### src/rtl/upc_scan_latch.sv
// upc_scan_latch: debounced scan key capturing the UPC code and mark bit, with a scan pulse and a wrapping scan count.
module upc_scan_latch #(
    parameter int DEBOUNCE_CYCLES = 4,
    parameter int COUNT_W = 4
) (
    input  logic               clk_i,
    input  logic               reset_i,
    input  logic               key_n_i,
    input  logic [2:0]         upc_in_i,
    input  logic               mark_in_i,
    input  logic               clear_i,
    output logic [2:0]         upc_q_o,
    output logic               mark_q_o,
    output logic               scan_pulse_o,
    output logic [COUNT_W-1:0] scan_count_o,
    output logic               busy_o
);
    localparam int CW = $clog2(DEBOUNCE_CYCLES) + 1;
    localparam logic [CW-1:0] LAST = CW'(DEBOUNCE_CYCLES - 1);

    typedef enum logic [1:0] {IDLE, PRESS_DB, HELD, REL_DB} state_t;

    state_t             state_q, state_d;
    logic [CW-1:0]      cnt_q, cnt_d;
    logic               s1_q, s2_q, key_s;
    logic [2:0]         upc_q, upc_d;
    logic               mark_q, mark_d;
    logic               pulse_q, pulse_d;
    logic [COUNT_W-1:0] count_q, count_d;

    assign key_s = ~s2_q;

    always_comb begin
        state_d = state_q;
        cnt_d   = cnt_q;
        upc_d   = upc_q;
        mark_d  = mark_q;
        pulse_d = 1'b0;
        count_d = count_q;
        case (state_q)
            IDLE: if (key_s) begin
                state_d = PRESS_DB;
                cnt_d   = '0;
            end
            PRESS_DB: if (!key_s) state_d = IDLE;
            else if (cnt_q == LAST) begin
                state_d = HELD;
                upc_d   = upc_in_i;
                mark_d  = mark_in_i;
                pulse_d = 1'b1;
                count_d = count_q + 1'b1;
            end else cnt_d = cnt_q + 1'b1;
            HELD: if (!key_s) begin
                state_d = REL_DB;
                cnt_d   = '0;
            end
            REL_DB: if (key_s) state_d = HELD;
            else if (cnt_q == LAST) state_d = IDLE;
            else cnt_d = cnt_q + 1'b1;
            default: state_d = IDLE;
        endcase
        // clear wins over a same-edge capture for the count only
        if (clear_i) count_d = '0;
    end

    always_ff @(posedge clk_i) begin
        if (reset_i) begin
            s1_q    <= 1'b1;
            s2_q    <= 1'b1;
            state_q <= IDLE;
            cnt_q   <= '0;
            upc_q   <= '0;
            mark_q  <= 1'b0;
            pulse_q <= 1'b0;
            count_q <= '0;
        end else begin
            s1_q    <= key_n_i;
            s2_q    <= s1_q;
            state_q <= state_d;
            cnt_q   <= cnt_d;
            upc_q   <= upc_d;
            mark_q  <= mark_d;
            pulse_q <= pulse_d;
            count_q <= count_d;
        end
    end

    assign upc_q_o      = upc_q;
    assign mark_q_o     = mark_q;
    assign scan_pulse_o = pulse_q;
    assign scan_count_o = count_q;
    assign busy_o       = state_q != IDLE;
endmodule

### config.mk
export PLATFORM = sky130hd
export DESIGN_NAME = upc_scan_latch
export DESIGN_NICKNAME = d
export VERILOG_FILES = /design/src/rtl/upc_scan_latch.sv
export SDC_FILE = /design/constraint.sdc
export NUM_CORES = 1
export LEC_CHECK = 0
export CAP_MARGIN = 10
export CORE_AREA = 2 2 44 46
export CTS_BUF_LIST = sky130_fd_sc_hd__clkbuf_8
export CTS_CLUSTER_SIZE = 12
export DETAILED_ROUTE_END_ITERATION = 10
export DIE_AREA = 0 0 46 48
export DONT_BUFFER_PORTS = 1
export SYNTH_ARGS = -nofsm -noshare
export SYNTH_HDL_FRONTEND = slang
export SYNTH_SLANG_ARGS = --single-unit
### constraint.sdc
create_clock -name clk_i -period 1.6 [get_ports clk_i]
set_input_delay 0.32 -clock clk_i [delete_from_list [all_inputs] [get_ports clk_i]]
set_output_delay 0.32 -clock clk_i [all_outputs]
set_load 0.02 [all_outputs]
# Word-level counts from Yosys, hierarchy flattened
# Cells that the tools add are included.
# totals
regBits,16
word_cells,43
out_inout_bits,10
input_bits,8
# op_classes
muxes,14
bitwise_logic,2
n_eq_ne,10
n_reduce_logical,7
add_sub_neg,2
# op_table
op,count
$mux W3,5
$mux W2,6
$pmux W3 S4,1
$ne A2 B2 Y1 const B,4
$pmux W2 S4,1
$reduce_and A4 Y1,2
$ne A3 B3 Y1 const B,2
$add A4 B1 Y4 const B,1
$eq A2 B2 Y1 const B,2
$add A3 B1 Y3 const B,1
$eq A3 B2 Y1 const B,1
$reduce_and A3 Y1,1
$reduce_or A3 Y1,1
$eq A2 B1 Y1 const B,1
$logic_not A2 Y1,1
$not A1 Y1,2
$reduce_bool A2 Y1,1
$reduce_or A2 Y1,1
$mux W1,1

# Logic depth before layout (Yosys ltp)
# Gate-level depths: netlist (run 1).
# logic_depth
word_depth,4
depth_mapped,6
depth_no_buf,5

# Least setup slack after synthesis (run 1)
# OpenSTA, ideal clock, no wires.
# synth_path
kind,register to register
start,reg cnt_q[0]
end,"reg count_q[3], in the netlist scan_count_o[3]"
required_ps,1530
setup_time_ps,70
stages_incl_launch_ff,7
synth_period_minus_slack_ps,1396
arrival_ps,1326
path_slack_ps,204
path_buffers,1
path_cell_list,dfxtp_1 > ha_1 > ha_1 > nand4bb_1 > clkbuf_2 > or3_1 > a21boi_1
# synth_between
elab_chain_len,2
# synth_lines
element,line,text
start: declaration,24,"logic [CW-1:0] cnt_q, cnt_d;"
start signal: assignment,80,cnt_q <= cnt_d;
$eq A3 B2 Y1,46,else if (cnt_q == LAST) begin
$reduce_and A3 Y1 (no line),-,
end signal: assignment,84,count_q <= count_d;
end: declaration,29,"logic [COUNT_W-1:0] count_q, count_d;"
# Every way passes these cells.
# A chain may end at the register's enable or synchronous reset.

# Worst setup path in the final report (run 1)
# layout_path
start,reg cnt_q[0]
end,"reg count_q[1], in the netlist scan_count_o[1]"
# Same word-level chain as after synthesis.

==> out/results.ini, run 1 <==
[status]
status = finished clean

[layout]
final_nets = 85
drive_above_1_share = 0.137
fillCellCount = 176
area.growth.synth_to_final_pct = 11.9
antenna_cells = 0
fin_util = 0.430

[sta]
hold_viol_final = 0
period_needed_ns = 1.42
hold_ws_ns = 0.132
fin_tns_setup_ns = 0
slew_headroom = 0.783
finalCritPeriodShare = 0.888
clock.fmax_ghz = 0.704
worst_pin_slew_ns = 0.325
finalSetupViolCount = 0
clock_skew_ns = 0.00270
rsz0062_at_grt = no
slew_viol_final = 0

[route]
post_drt_wl_per_cell_um = 13.3
drt-total-wl_mm = 1.19
viasPerCell = 5.36
vias = 482
drt_iter0_drc = 5
postRouteAntennaNets = 0
firstDrtPassIters = 3
drc_errors = 0

[worst_setup_path]
cp_top_family = simple AND/OR/NAND/NOR gates
startpoint_type = register
cp_cell_sequence = ha_1, ha_1, and4bb_2, mux2i_1, nor3_1
crit_buf_inv = 0
crit_required_ns = 1.74
r2r_slack_ns = 0.18
crit_fanout = 7
cpPeakStageDelay_ns = 0.35
endpoint_kind = register
worstPathArrival_ns = 1.56
setup.worst_path.class = register to register
slowest_stage = and4bb_2
cpMostUsedCell = ha_1

[global_route]
grt.overflow.total = 0
track_usage = 0.129
antenna_found_initial = 0
grt_pass1_wl_mm = 1.92
grt_max_degree = 16
grt_pass1_vias = 448

[logic_synthesis]
ys.flop_type = dfxtp_1
yosys-top-cells-area = dfxtp_1 49%, ha_1 5.8%, nand2_1 5.8%, a21oi_1 5.4%, nand4b_1 4.0%
ys_types = 25
synth_top_area_frac = 0.493
yosysMostFrequentCell = dfxtp_1
ys_async_sr_fraction = 0
syn_area_per_cell_um2 = 9.28
synth_nets = 81
synth_common_cells = 16 x dfxtp_1, 10 x nand2_1, 7 x a21oi_1
synth_top_cell_by_area = dfxtp_1
ys_seq_area_frac = 0.493
syn-cell-area_um2 = 649
synth_cells = 70
ys.warnings.count = 0
synth-seq-cells = 16
synth-edff-count = 0

[cts]
clk_latency_ns = 0.25
cts_tree = yes
numCtsBuffers = 3
clk_pin_slew_ns = 0.06
clkSinkCount = 16
htreeDepth = 1
post_cts_buffers = 0
cts_buffer_depth = 2
hold_buffers = 0
cts-root-buf = clkbuf_8
cts_resized = 0

[floorplanning]
die-area_um2 = 2210
num_io_pins = 18
coreArea_um2 = 1690
fp-row-count = 15
initial_utilization = 0.384
fp.dieH_um = 48
fp.dieW_um = 46

[worst_hold_path]
hold_path.class = input pin to register

[pwr]
peakVddDrop_mv = 0.841
power_density_nw_per_um2 = 1060
leakage_nw = 0.256

[place]
place_congestion = 0.715
dp_hpwl_um = 854
io_buffers = 0

[flow_run]
drv_cap = 0

[placed cells by master (no fill, tap or decap)]
cell        n
dfxtp_1    16
nand2_1    10
a21oi_1     7
o21ai_0     4
clkbuf_8    4
or2_2       3
nor2_1      3
nand4b_1    3
nor3_1      3
ha_1        3
inv_1       2
xnor2_1     2
buf_4       2
and4bb_2    1
nand4bb_1   1
o211ai_1    1
mux2i_1     1
and2_0      1
a211oi_1    1
xor2_1      1
nand3_1     1
or3_1       1
a21boi_1    1
nand4_1     1
[registers in the layout, summed over array words and instances, names as in the netlist, named ones only]
signal	cells
scan_pulse_o	1
cnt_q	3
upc_q_o	3
s1_q	1
scan_count_o	4
state_q	1
s2_q	1
mark_q_o	1
[path summary, 6_finish.rpt]
kind	to	depth (start not counted)	startpoint
max reg2reg	scan_count_o[1]	5	cnt_q[0]
min reg2reg	s2_q	1	s1_q
min	cnt_q[1]	1	reset_i
max	scan_count_o[1]	5	cnt_q[0]
[kinds of logic (layout without fill, tap and decap cells)]
kind of cell / Yosys count / after routing / share of synthesized area
flip-flops: 16 / 16 / 0.493
XOR/XNOR: 3 / 3 / 0.0405
AO/OA/AOI/OAI: 14 / 14 / 0.119
AND/OR/NAND/NOR: 28 / 28 / 0.241
multiplexers: 1 / 1 / 0.0154
adder cells (fa/ha/maj): 3 / 3 / 0.0578
buffers and inverters: 5 / 8 / 0.0327
[layout make-up]
class | count | area (um2) | area share
Clock buffer | 4 | 55.1 | 0.0757
Inverter | 2 | 7.51 | 0.0103
Multi-Input combinational cell | 49 | 308 | 0.423
Sequential cell | 16 | 320 | 0.441
Tap cell | 17 | 21.3 | 0.0293
Timing Repair Buffer | 2 | 15.0 | 0.0207
[routing by layer]
metal,share of wire,wire (um),track usage,up-vias
met1,0.48,571,0.166,218
met2,0.45,533,0.169,11
li1,-,-,-,251
met3,0.064,77,0.0604,2
met4,0.010,12,0.0857,0
met5,0,0,0,-
[power breakdown]
| part | switching (mW) | internal (mW) | total (mW) | leakage (nW) |
|---|---|---|---|---|
| Clock | 0.137 | 0.218 | 0.355 | 0.0288 |
| Sequential | 0.00300 | 0.402 | 0.405 | 0.129 |
| Combinational | 0.00444 | 0.00469 | 0.00913 | 0.0978 |
[metrics by stage]
stage,cells,worst slack [ns],instance area (um2),power [mW]
after floorplan,70,0.204,649,0.424
after global placement,86,0.206,672,0.422
after detailed placement,86,0.166,672,0.423
after CTS,90,0.155,727,0.783
after global routing,90,0.0776,727,0.798
final,90,0.179,727,0.769
Power figures use the tool's default switching activity.
==> run 2: changes to the inputs <==
clock period = 1.8 ns   (was 1.6 ns; I/O delays follow)
==> run 2 against run 1 <==
Cell area fell by 2.9%. Non-clock buffer count fell by 1. Utilization fell by 1.3 points. First-iteration DRC count rose to 2.6 times the previous value. Critical path type unchanged. Largest power group unchanged.
==> out/results.ini, run 2 (synthesized netlist as in run 1, its figures left out) <==
[worst_hold_path]
holdCritStartpoint = reset_i
hold_path.class = input pin to register

[layout]
multiInputGateArea_um2 = 308
final_cell_mix = 16 x dfxtp_1, 10 x nand2_1, 7 x a21oi_1
fillCellCount = 191
largest_reg_flops = 4
fin_area_um2 = 706
area.growth.synth_to_final_pct = 8.67
layout_commonest_cell = dfxtp_1
regArea_um2 = 320
drive_above_1_share = 0.113
antenna_cells = 0
final_nets = 84

[cts]
cts_tree = yes
clkSinkCount = 16
cts-root-buf = clkbuf_8
cts_resized = 0
hold_buffers = 0
cts_buffer_depth = 2
numCtsBuffers = 3
clk_pin_slew_ns = 0.06
clk_latency_ns = 0.24
post_cts_buffers = 0
htreeDepth = 1

[sta]
clock.fmax_ghz = 0.703
finalCritPeriodShare = 0.790
hold_viol_final = 0
slew_viol_final = 0
fin_tns_setup_ns = 0
slew_headroom = 0.785
clock_skew_ns = 0.000664
finalSetupViolCount = 0
rsz0062_at_grt = no
worst_pin_slew_ns = 0.323
period_needed_ns = 1.42

[worst_setup_path]
setup.worst_path.class = register to register
worstRegToRegCells = 5
crit_fanout = 7
crit_required_ns = 1.94
crit_end = scan_count_o[1]
r2r_slack_ns = 0.38
crit_start = cnt_q[0]
endpoint_kind = register
reg2reg_from = cnt_q[0]
r2r-end = scan_count_o[1]
startpoint_type = register
worstPathArrival_ns = 1.56

[place]
place_congestion = 0.712
dp_hpwl_um = 832
placed_area_um2 = 664
io_buffers = 0

[floorplanning]
die-area_um2 = 2210
initial_utilization = 0.384
fp-row-count = 15
fp.dieH_um = 48
fp.dieW_um = 46
num_io_pins = 18
coreArea_um2 = 1690

[global_route]
antenna_found_initial = 0
grt_pass1_vias = 421
grt.overflow.total = 0
track_usage = 0.119
grt_max_degree = 16
grt_pass1_wl_mm = 1.79

[route]
postRouteAntennaNets = 0
drt_iter0_drc = 13
firstDrtPassIters = 4
met3_length_um = 69
post_drt_wl_per_cell_um = 13.1
viasPerCell = 5.47
dr_wl_met2_um = 516
vias = 481
highest_layer = met4
wl_met1_um = 530
drt-total-wl_mm = 1.15
drc_errors = 0

[pwr]
power_density_nw_per_um2 = 886
leakage_nw = 0.243
peakVddDrop_mv = 0.402

[flow_run]
drv_cap = 0

[status]
status = finished clean

-- run 2: area by class of cell --
| type | count | area share |
|---|---|---|
| multi-input cells | 49 | 0.436 |
| repair buffers | 1 | 0.0106 |
| inverters | 2 | 0.0106 |
| flip-flops and latches | 16 | 0.454 |
| well taps | 17 | 0.0301 |
| clock buffers | 3 | 0.0585 |
-- run 2: how the worst min path moves through the flow --
stage / endpoint / slack, ns / depth (start not counted)
finish: upc_q_o[2] / 0.18 / 1
global route: cnt_q[2] / 0.17 / 1
CTS: upc_q_o[2] / 0.17 / 1
detailed placement: s2_q / 0.39 / 1
global placement: s2_q / 0.39 / 1
floorplan: s2_q / 0.39 / 1
-- run 2: report_power, final --
group | total [mW] | internal (mW) | switching, mW | leakage [nW]
Clock | 0.258 | 0.148 | 0.109 | 0.0216
Sequential | 0.360 | 0.357 | 0.00267 | 0.129
Combinational | 0.00813 | 0.00417 | 0.00396 | 0.0924
Total | 0.625 | 0.509 | 0.116 | 0.243
-- run 2: layer usage --
| metal | global-route usage | vias up |
|---|---|---|
| li1 | - | 248 |
| met1 | 0.156 | 215 |
| met2 | 0.156 | 13 |
| met3 | 0.0491 | 5 |
| met4 | 0.0857 | 0 |
| met5 | 0 | - |
-- run 2: through the flow --
stage / std cells / setup WS [ns] / util / power (mW) / hold slack [ns]
4_1_cts: 88 / 0.357 / 0.418 / 0.634 / 0.173
5_1_grt: 88 / 0.308 / 0.418 / 0.644 / 0.173
3_5_place_dp: 85 / 0.364 / 0.393 / 0.375 / 0.392
2_1_floorplan: 70 / 0.404 / - / 0.377 / 0.389
3_3_place_gp: 85 / 0.397 / 0.393 / 0.376 / 0.391
6_report: 88 / 0.377 / 0.418 / 0.625 / 0.179
-- run 2: worst max-delay path, cell delays in order, from the launching register on --
cell,delay (ns)
dfxtp_1,0.34
ha_1,0.15
ha_1,0.19
and4bb_2,0.36
mux2i_1,0.22
nor3_1,0.06
